**src/rtl/deck_mem_arbiter_if.sv**
```systemverilog
// Deck memory arbiter bundle: three requesters (loader, shuffler, draw) plus the memory port.
// The arbiter takes the slave modport; the requester/memory environment takes master.
interface deck_mem_arbiter_if #(
  parameter int ADDR_W = 6,
  parameter int DATA_W = 7
);
  logic              req_l, req_s, req_d;
  logic              lock_l, lock_s, lock_d;
  logic              wen_l, wen_s, wen_d;
  logic [ADDR_W-1:0] addr_l, addr_s, addr_d;
  logic [DATA_W-1:0] wdata_l, wdata_s, wdata_d;
  logic              gnt_l, gnt_s, gnt_d;
  logic              rvalid_l, rvalid_s, rvalid_d;
  logic [DATA_W-1:0] rdata_l, rdata_s, rdata_d;
  logic [ADDR_W-1:0] mem_addr;
  logic              mem_wen;
  logic [DATA_W-1:0] mem_in, mem_out;

  modport slave (
    input  req_l, req_s, req_d, lock_l, lock_s, lock_d, wen_l, wen_s, wen_d,
    input  addr_l, addr_s, addr_d, wdata_l, wdata_s, wdata_d, mem_out,
    output gnt_l, gnt_s, gnt_d, rvalid_l, rvalid_s, rvalid_d,
    output rdata_l, rdata_s, rdata_d, mem_addr, mem_wen, mem_in
  );

  modport master (
    output req_l, req_s, req_d, lock_l, lock_s, lock_d, wen_l, wen_s, wen_d,
    output addr_l, addr_s, addr_d, wdata_l, wdata_s, wdata_d, mem_out,
    input  gnt_l, gnt_s, gnt_d, rvalid_l, rvalid_s, rvalid_d,
    input  rdata_l, rdata_s, rdata_d, mem_addr, mem_wen, mem_in
  );
endinterface

```
**src/rtl/deck_mem_arbiter.sv**
```systemverilog
// Deck memory arbiter: loader-only INIT phase, then shuffler/draw round-robin.
// Define DECK_ARB_LOCK_EN to build the LOCKED state with its hold watchdog and busy flag.
module deck_mem_arbiter #(
  parameter int ADDR_W   = 6,
  parameter int DATA_W   = 7,
  parameter int LOCK_MAX = 8
) (
  input  logic               clk,
  input  logic               rst,
  input  logic               load_done,
  output logic               busy,
  deck_mem_arbiter_if.slave  bus
);
  typedef enum logic [1:0] {INIT, RUN, LOCKED} state_t;
  localparam logic P_S = 1'b0;
  localparam logic P_D = 1'b1;

  state_t     state, state_nxt;
  logic       ptr, ptr_nxt;
  logic       gnt_l, gnt_s, gnt_d;
  logic       who;
  logic [2:0] rd_pend;
  logic       unused_lock;

`ifdef DECK_ARB_LOCK_EN
  localparam int WD_W = $clog2(LOCK_MAX + 1);
  localparam logic [WD_W-1:0] WD_MAX = WD_W'(LOCK_MAX);
  logic [WD_W-1:0] wd, wd_nxt;
  logic            owner, owner_nxt;
  // blk/blk_who: watchdog-evicted owner may not re-lock until it drops lock once
  logic            blk, blk_nxt, blk_who, blk_who_nxt;
  logic            lk_gnt, lk_own, lk_blk;
  assign unused_lock = bus.lock_l;
  assign busy        = (state == LOCKED);
`else
  assign unused_lock = ^{bus.lock_l, bus.lock_s, bus.lock_d};
  assign busy        = 1'b0;
`endif

  always_ff @(posedge clk or posedge rst) begin
    if (rst) begin
      state   <= INIT;
      ptr     <= P_S;
      rd_pend <= '0;
`ifdef DECK_ARB_LOCK_EN
      wd      <= '0;
      owner   <= P_S;
      blk     <= 1'b0;
      blk_who <= P_S;
`endif
    end else begin
      state   <= state_nxt;
      ptr     <= ptr_nxt;
      rd_pend <= {gnt_d & ~bus.wen_d, gnt_s & ~bus.wen_s, gnt_l & ~bus.wen_l};
`ifdef DECK_ARB_LOCK_EN
      wd      <= wd_nxt;
      owner   <= owner_nxt;
      blk     <= blk_nxt;
      blk_who <= blk_who_nxt;
`endif
    end
  end

  assign who = gnt_d;

  always_comb begin
    state_nxt = state;
    ptr_nxt   = ptr;
`ifdef DECK_ARB_LOCK_EN
    wd_nxt      = wd;
    owner_nxt   = owner;
    blk_nxt     = blk;
    blk_who_nxt = blk_who;
    lk_gnt      = who ? bus.lock_d : bus.lock_s;
    lk_own      = owner ? bus.lock_d : bus.lock_s;
    lk_blk      = blk_who ? bus.lock_d : bus.lock_s;
    if (blk && !lk_blk) blk_nxt = 1'b0;
`endif
    unique case (state)
      INIT: if (load_done) state_nxt = RUN;
      RUN: if (gnt_s || gnt_d) begin
        ptr_nxt = ~who;
`ifdef DECK_ARB_LOCK_EN
        if (lk_gnt && !(blk && blk_who == who)) begin
          state_nxt = LOCKED;
          ptr_nxt   = ptr;
          owner_nxt = who;
          wd_nxt    = WD_W'(1);
        end
`endif
      end
`ifdef DECK_ARB_LOCK_EN
      LOCKED: begin
        if (!lk_own || wd == WD_MAX) begin
          state_nxt = RUN;
          ptr_nxt   = ~owner;
          wd_nxt    = '0;
          if (lk_own) begin
            blk_nxt     = 1'b1;
            blk_who_nxt = owner;
          end
        end else begin
          wd_nxt = wd + 1'b1;
        end
      end
`endif
      default: state_nxt = INIT;
    endcase
  end

  always_comb begin
    gnt_l = 1'b0;
    gnt_s = 1'b0;
    gnt_d = 1'b0;
    if (!rst) begin
      unique case (state)
        INIT: gnt_l = bus.req_l;
        RUN: begin
          if (bus.req_s && bus.req_d) begin
            gnt_s = (ptr == P_S);
            gnt_d = (ptr == P_D);
          end else begin
            gnt_s = bus.req_s;
            gnt_d = bus.req_d;
          end
        end
`ifdef DECK_ARB_LOCK_EN
        LOCKED: begin
          gnt_s = bus.req_s && (owner == P_S);
          gnt_d = bus.req_d && (owner == P_D);
        end
`endif
        default: ;
      endcase
    end
    bus.mem_wen  = 1'b0;
    bus.mem_addr = '0;
    bus.mem_in   = '0;
    if (gnt_l) begin
      bus.mem_wen = bus.wen_l; bus.mem_addr = bus.addr_l; bus.mem_in = bus.wdata_l;
    end else if (gnt_s) begin
      bus.mem_wen = bus.wen_s; bus.mem_addr = bus.addr_s; bus.mem_in = bus.wdata_s;
    end else if (gnt_d) begin
      bus.mem_wen = bus.wen_d; bus.mem_addr = bus.addr_d; bus.mem_in = bus.wdata_d;
    end
  end

  assign bus.gnt_l    = gnt_l;
  assign bus.gnt_s    = gnt_s;
  assign bus.gnt_d    = gnt_d;
  assign bus.rvalid_l = rd_pend[0];
  assign bus.rvalid_s = rd_pend[1];
  assign bus.rvalid_d = rd_pend[2];
  assign bus.rdata_l  = rd_pend[0] ? bus.mem_out : '0;
  assign bus.rdata_s  = rd_pend[1] ? bus.mem_out : '0;
  assign bus.rdata_d  = rd_pend[2] ? bus.mem_out : '0;
endmodule

```
**src/flat_wrapper.sv**
```systemverilog
// flat-port wrapper written by rule: the top's interface ports become plain ports
module deck_mem_arbiter_flat 
#(
  parameter int ADDR_W   = 6,
  parameter int DATA_W   = 7,
  parameter int LOCK_MAX = 8
)
  (clk, rst, load_done, busy, bus_req_l, bus_req_s, bus_req_d, bus_lock_l, bus_lock_s, bus_lock_d, bus_wen_l, bus_wen_s, bus_wen_d, bus_addr_l, bus_addr_s, bus_addr_d, bus_wdata_l, bus_wdata_s, bus_wdata_d, bus_mem_out, bus_gnt_l, bus_gnt_s, bus_gnt_d, bus_rvalid_l, bus_rvalid_s, bus_rvalid_d, bus_rdata_l, bus_rdata_s, bus_rdata_d, bus_mem_addr, bus_mem_wen, bus_mem_in);
  deck_mem_arbiter_if #(.ADDR_W(ADDR_W), .DATA_W(DATA_W)) bus_i ();
  input  logic clk;
  input  logic rst;
  input  logic load_done;
  output logic busy;
  input wire logic [$bits(bus_i.req_l)-1:0] bus_req_l;
  input wire logic [$bits(bus_i.req_s)-1:0] bus_req_s;
  input wire logic [$bits(bus_i.req_d)-1:0] bus_req_d;
  input wire logic [$bits(bus_i.lock_l)-1:0] bus_lock_l;
  input wire logic [$bits(bus_i.lock_s)-1:0] bus_lock_s;
  input wire logic [$bits(bus_i.lock_d)-1:0] bus_lock_d;
  input wire logic [$bits(bus_i.wen_l)-1:0] bus_wen_l;
  input wire logic [$bits(bus_i.wen_s)-1:0] bus_wen_s;
  input wire logic [$bits(bus_i.wen_d)-1:0] bus_wen_d;
  input wire logic [$bits(bus_i.addr_l)-1:0] bus_addr_l;
  input wire logic [$bits(bus_i.addr_s)-1:0] bus_addr_s;
  input wire logic [$bits(bus_i.addr_d)-1:0] bus_addr_d;
  input wire logic [$bits(bus_i.wdata_l)-1:0] bus_wdata_l;
  input wire logic [$bits(bus_i.wdata_s)-1:0] bus_wdata_s;
  input wire logic [$bits(bus_i.wdata_d)-1:0] bus_wdata_d;
  input wire logic [$bits(bus_i.mem_out)-1:0] bus_mem_out;
  output wire logic [$bits(bus_i.gnt_l)-1:0] bus_gnt_l;
  output wire logic [$bits(bus_i.gnt_s)-1:0] bus_gnt_s;
  output wire logic [$bits(bus_i.gnt_d)-1:0] bus_gnt_d;
  output wire logic [$bits(bus_i.rvalid_l)-1:0] bus_rvalid_l;
  output wire logic [$bits(bus_i.rvalid_s)-1:0] bus_rvalid_s;
  output wire logic [$bits(bus_i.rvalid_d)-1:0] bus_rvalid_d;
  output wire logic [$bits(bus_i.rdata_l)-1:0] bus_rdata_l;
  output wire logic [$bits(bus_i.rdata_s)-1:0] bus_rdata_s;
  output wire logic [$bits(bus_i.rdata_d)-1:0] bus_rdata_d;
  output wire logic [$bits(bus_i.mem_addr)-1:0] bus_mem_addr;
  output wire logic [$bits(bus_i.mem_wen)-1:0] bus_mem_wen;
  output wire logic [$bits(bus_i.mem_in)-1:0] bus_mem_in;
  assign bus_i.req_l = bus_req_l;
  assign bus_i.req_s = bus_req_s;
  assign bus_i.req_d = bus_req_d;
  assign bus_i.lock_l = bus_lock_l;
  assign bus_i.lock_s = bus_lock_s;
  assign bus_i.lock_d = bus_lock_d;
  assign bus_i.wen_l = bus_wen_l;
  assign bus_i.wen_s = bus_wen_s;
  assign bus_i.wen_d = bus_wen_d;
  assign bus_i.addr_l = bus_addr_l;
  assign bus_i.addr_s = bus_addr_s;
  assign bus_i.addr_d = bus_addr_d;
  assign bus_i.wdata_l = bus_wdata_l;
  assign bus_i.wdata_s = bus_wdata_s;
  assign bus_i.wdata_d = bus_wdata_d;
  assign bus_i.mem_out = bus_mem_out;
  assign bus_gnt_l = bus_i.gnt_l;
  assign bus_gnt_s = bus_i.gnt_s;
  assign bus_gnt_d = bus_i.gnt_d;
  assign bus_rvalid_l = bus_i.rvalid_l;
  assign bus_rvalid_s = bus_i.rvalid_s;
  assign bus_rvalid_d = bus_i.rvalid_d;
  assign bus_rdata_l = bus_i.rdata_l;
  assign bus_rdata_s = bus_i.rdata_s;
  assign bus_rdata_d = bus_i.rdata_d;
  assign bus_mem_addr = bus_i.mem_addr;
  assign bus_mem_wen = bus_i.mem_wen;
  assign bus_mem_in = bus_i.mem_in;
  deck_mem_arbiter #(.ADDR_W(ADDR_W), .DATA_W(DATA_W), .LOCK_MAX(LOCK_MAX)) u_core (.clk(clk), .rst(rst), .load_done(load_done), .busy(busy), .bus(bus_i));
endmodule
```
**config.mk**
```make
export PLATFORM = sky130hd
export DESIGN_NAME = deck_mem_arbiter_flat
export DESIGN_NICKNAME = d
export VERILOG_FILES = /design/src/rtl/deck_mem_arbiter_if.sv /design/src/rtl/deck_mem_arbiter.sv /design/src/flat_wrapper.sv
export SDC_FILE = /design/constraint.sdc
export NUM_CORES = 1
export LEC_CHECK = 0
export CAP_MARGIN = 30
export CORE_MARGIN = 1.5
export CORE_UTILIZATION = 22
export DETAILED_ROUTE_END_ITERATION = 10
export GPL_ROUTABILITY_DRIVEN = 0
export GPL_TIMING_DRIVEN = 0
export PLACE_DENSITY = 0.81
export SLEW_MARGIN = 5
export SYNTH_ARGS = -nofsm -noshare
export SYNTH_HDL_FRONTEND = slang
export SYNTH_SLANG_ARGS = --single-unit
```
**constraint.sdc**
```tcl
create_clock -name clk -period 1.7 [get_ports clk]
set_input_delay 0.34 -clock clk [delete_from_list [all_inputs] [get_ports clk]]
set_output_delay 0.34 -clock clk [all_outputs]
set_load 0.01 [all_outputs]
```
==> run metrics <==
status finished, violations left; violated checks setup timing; Yosys reg bits 5; Clock Skews 5.74 ps; global-route wire length before repair 4540 um; Routed wire per std cell 13.3 um; clk buf depth 2; Critical Path Fanout Max 8; initial antenna violation count 0; Hold Path Class input pin to asynchronous set/reset pin; Yosys cell types 21; gr usage total 0.182; area of the multi-input gates 485 sq um; core box area 2730 sq um; Worst EP required 1360 ps; leakage power 0.883 nW; final slew viol count 0; setup TNS -4230 ps; max_cap viols 0; n_diodes 0; pin count of the biggest net entering global routing 9; final setup vio count 16; met1 WL 1010 um; die area 3170 sq um; Startpoint Class flop; Finished Layout Cells 218; drt first-iter violations 13; Max Freq 493 MHz; combinational power share 0.542; post-synthesis sequential area ratio 0.200; hold_ws 135 ps; fraction of layout cells with a size suffix above 1 0.262; grt total ovfl 0; critical path class flop to primary output; drt first pass iters 4; crit path capture type primary output; clock transition at the registers of the reported paths 50 ps; I/O pin count 100; Synth top area share 0.350; post-layout util 0.638; post-synth net total 132; Antenna Nets Post-Route 0; Final Critical Period 2030 ps; vias in the first global route 1003; final WL 2910 um; area grow syn2layout 179%; CTS tree built; cell count after synthesis 74; Power Total 0.000590 W; Tcrit/Tclk final 1.19; # nets final 246; largest area contributor in the netlist and2_1; most common cell after layout, fill and taps aside clkdlybuf4s50_1; clock tree root buffer cell clkbuf_4; met2 wire len 1540 um; final setup margin -329 ps; worst path cell trace buf_6 > nor3b_4 > clkbuf_8 > buf_6 > and2_4 > a221o_1 > buf_2; Via density 4.74; max layer used met4; sequential cell fraction of total power 0.222; Critical Path Most Common Cell buf_6; P_int 0.000428 W; DP HPWL 2290 um; Via Count 1033; worst skew pair latency 240 ps; Remaining DRCs 0; switching share of power 0.275; Placed Cells 200; H-tree lvl count 1; row count 19; CP max stage delay 400 ps; CP Launch Point u_core.state[0]$_DFFE_PP0P_; Clk pwr share 0.236; met3 wire length 285 um; RSZ-0062 raised after global routing true; Avg Cell Area, Syn 8.45 sq um; top cells by area, synth and2_1 (35%), a221o_1 (21%), dfrtp_1 (20%), buf_8 (2.4%), nor2b_1 (2.0%); YS warnings 0; Buffers on Ports 95; height of the die 56.3 um; Worst EP arrival 1690 ps; NetSw 0.000162 W; Critical-path top delay cell dfrtp_1; peak supply drop 0.316 mV; P per Cell Area 338 nW/um^2; fillcell total 228; worst r2r src u_core.state[0]$_DFFE_PP0P_; Die Width 56.3 um; Sequential cell area 126 sq um; CTS Buf Count 3; Clock Sinks 5; Initial Util 0.229; Fin. Hold Viols 0; most frequent cells in the layout clkdlybuf4s50_1 (53), and2_1 (33), dlygate4sd2_1 (25); Syn Std Cell Area 626 sq um
-- cells by family (layout without fill, tap and decap cells) --
group / after synthesis / after routing / share of synthesized area
other cells: 1 / 1 / 0.00599
simple gates: 43 / 43 / 0.450
buf+inv: 7 / 120 / 0.0800
compound gates: 17 / 17 / 0.248
mux: 1 / 1 / 0.0160
flops: 5 / 5 / 0.200
-- cells in the mapped netlist --
library cell  instances
mux2i_1               1
or2_2                 1
and3b_1               1
and2_4                1
dfrtp_1               5
inv_1                 2
a221o_1              13
buf_4                 1
a21oi_1               2
buf_6                 1
a211o_1               1
and2_1               35
buf_2                 1
nand3b_1              1
nor3b_2               1
clkbuf_1              1
nand2b_1              1
conb_1                1
nor2b_1               2
buf_8                 1
a31oi_1               1
-- area by class of cell --
class                      count  area share
buffer                         4      0.0272
clock buffer                   4      0.0151
inverter                       2     0.00430
multi-input combinational     62       0.278
sequential                     5      0.0724
tap                           31      0.0222
timing repair buffer         110       0.581
-- path summary, 6_finish.rpt --
check	end	slack [ps]	cells after the start
worst min-delay path	u_core.state[0]$_DFFE_PP0P_	140	2
min in group clk	u_core.state[0]$_DFFE_PP0P_	630	2
worst max register to register	u_core.rd_pend[0]$_DFF_PP0_	400	5
max in group asynchronous	u_core.ptr$_DFFE_PP0P_	1380	2
worst max-delay path	bus_mem_in[3]	-330	7
worst min register to register	u_core.state[0]$_DFFE_PP0P_	630	2
-- per-layer routing --
layer  vias up  GRT usage
met3         8     0.0369
met4         0     0.0646
met5         -          0
met1       459      0.186
met2        74      0.360
li1        492          -
-- registers in the layout (all words and copies together) (netlist names) --
signal / cells
u_core.rd_pend: 3
u_core.state: 1
u_core.ptr: 1
-- power groups by stage --
stage,Clock [W],Sequential (W),Combinational [W]
after floorplan,0,0.000132,0.0000889
after global placement,0,0.000133,0.000298
after global routing,0.000156,0.000131,0.000342
final,0.000139,0.000131,0.000320
after detailed placement,0,0.000134,0.000304
after CTS,0.000140,0.000130,0.000319
-- critical path: cells and delay by family (launching register included) --
family,cells,cell delay (ps)
flip-flops,1,400
buffers and inverters,4,560
AO/OA/AOI/OAI,1,90
AND/OR/NAND/NOR,2,400
-- metrics by stage --
step	worst slack, ps	cell area [sq um]
floorplan	39.4	626
global placement	-1040	1620
detailed placement	-1110	1620
CTS	-359	1730
global route	-437	1750
finish	-329	1750
-- repair_timing --
action                     CTS  global route
cloned                       2             0
hold buffers                 0             0
pin swaps                   12             2
setup buffers               12             1
resized for setup          114             1
setup endpoints to repair   39            17
Note: power is estimated with default switching activity, not from simulation.
==> patch (config.mk and constraints unchanged) <==
The option `DECK_ARB_LOCK_EN` is turned on by a define.
--- a/src/rtl/deck_mem_arbiter.sv
+++ b/src/rtl/deck_mem_arbiter.sv
@@ -1,5 +1,7 @@
 // Deck memory arbiter: loader-only INIT phase, then shuffler/draw round-robin.
 // Define DECK_ARB_LOCK_EN to build the LOCKED state with its hold watchdog and busy flag.
+`define DECK_ARB_LOCK_EN
+
 module deck_mem_arbiter #(
   parameter int ADDR_W   = 6,
   parameter int DATA_W   = 7,
Check against the original RTL: not equivalent (a bounded check fails within 4 cycles, from zero or initial values and one cycle with rst high).
==> patch against the unedited design <==
  * Sequential cell count grew 8
  * Non-clock buffer count grew 25
  * Total power grew to 4.7 times the old value
  * Worst setup slack lost 0.52 ns
  * Highest routed layer unchanged
  * Routed wire length grew 95%
  * Critical path type unchanged
  * The run still ends with negative setup slack left
  * Count of clock-buffer cells in the layout is the same
  * Synthesized area grew 110%
  * Final area grew 70%
==> patch: results (changes against the unedited design) <==
* GR Util met3 at 1.93% (-1.8 points)
* Via-per-instance ratio at 4.83 (+1.9%)
* FF+latch area at 325 um2 (+160%)
* Root Buffer: clkbuf_8
* Largest net degree at the start of global routing at 14 (+5)
* GR Util met2 at 31.7% (-4.3 points)
* Place WS at -1.62 ns (-0.516 ns)
* First-pass GRT wire length at 8470 um (+87%)
* 1st-iter DRT viols at 70 (+57)
* Met1 usage at 18.6% (about the same)
* Post-Synth Adder-Cell Area at 5.65% (+5.6 points)
* Placed cells at 340 (+70%)
* Wire length on met1 at 2150 um (+110%)
* Layout cell share with drive strength beyond 1 at 35.3% (+9.1 points)
* Failing checks: negative setup slack
* TNS Setup at -13.60 ns (-9.36 ns)
* # setup viols final at 24 (+8)
* Seq cells at 13 (+8)
* Post-synth top cells: nor2_1, and2_1, a221oi_1, dfrtp_1, inv_1
* Status: complete, but fails checks
* Non-clock inverters at 10 (+8)
* Post-synthesis compound-gate area fraction at 27.2% (+2.4 points)
* Syn Nets at 231 (+75%)
* Top post-synthesis cells by area: dfrtp_1, and2_1, nor2_1
* Routed len/inst at 15.0 um (+12%)
* Worst setup margin at -0.849 ns (-0.520 ns)
[patch: repair_timing]
action	4_1_cts	5_1_grt
setup buffers	23	12
setup endpoints to repair	48	27
cloned	0	1
pin swaps	12	10
gates resized for setup	137	17
[patch: cell families (layout without fill, tap and decap cells)]
group,Yosys count,after routing
compound gates,46,46
buf+inv,17,153
fa+ha+maj,6,6
simple gates,81,81
mux,4,4
flops,13,13
[patch: final timing paths]
| kind | startpoint | slack (ns) | to |
|---|---|---|---|
| max | u_core.state[1] | -0.85 | bus_mem_wen |
| min reg2reg | u_core.wd[2] | 0.56 | u_core.wd[2] |
| max in group asynchronous | rst | 1.15 | u_core.rd_pend[2] |
| max reg2reg | u_core.state[1] | -0.30 | u_core.state[0] |
| min in group clk | bus_req_s | 0.51 | u_core.rd_pend[1] |
| min | rst | 0.38 | u_core.state[1] |
[patch: power by group]
group	leakage (nW)	switching [mW]	total, mW	internal [mW]
clock	0.0228	0.118	0.284	0.166
combinational	1.20	0.995	2.10	1.10
sequential	0.170	0.0538	0.413	0.359
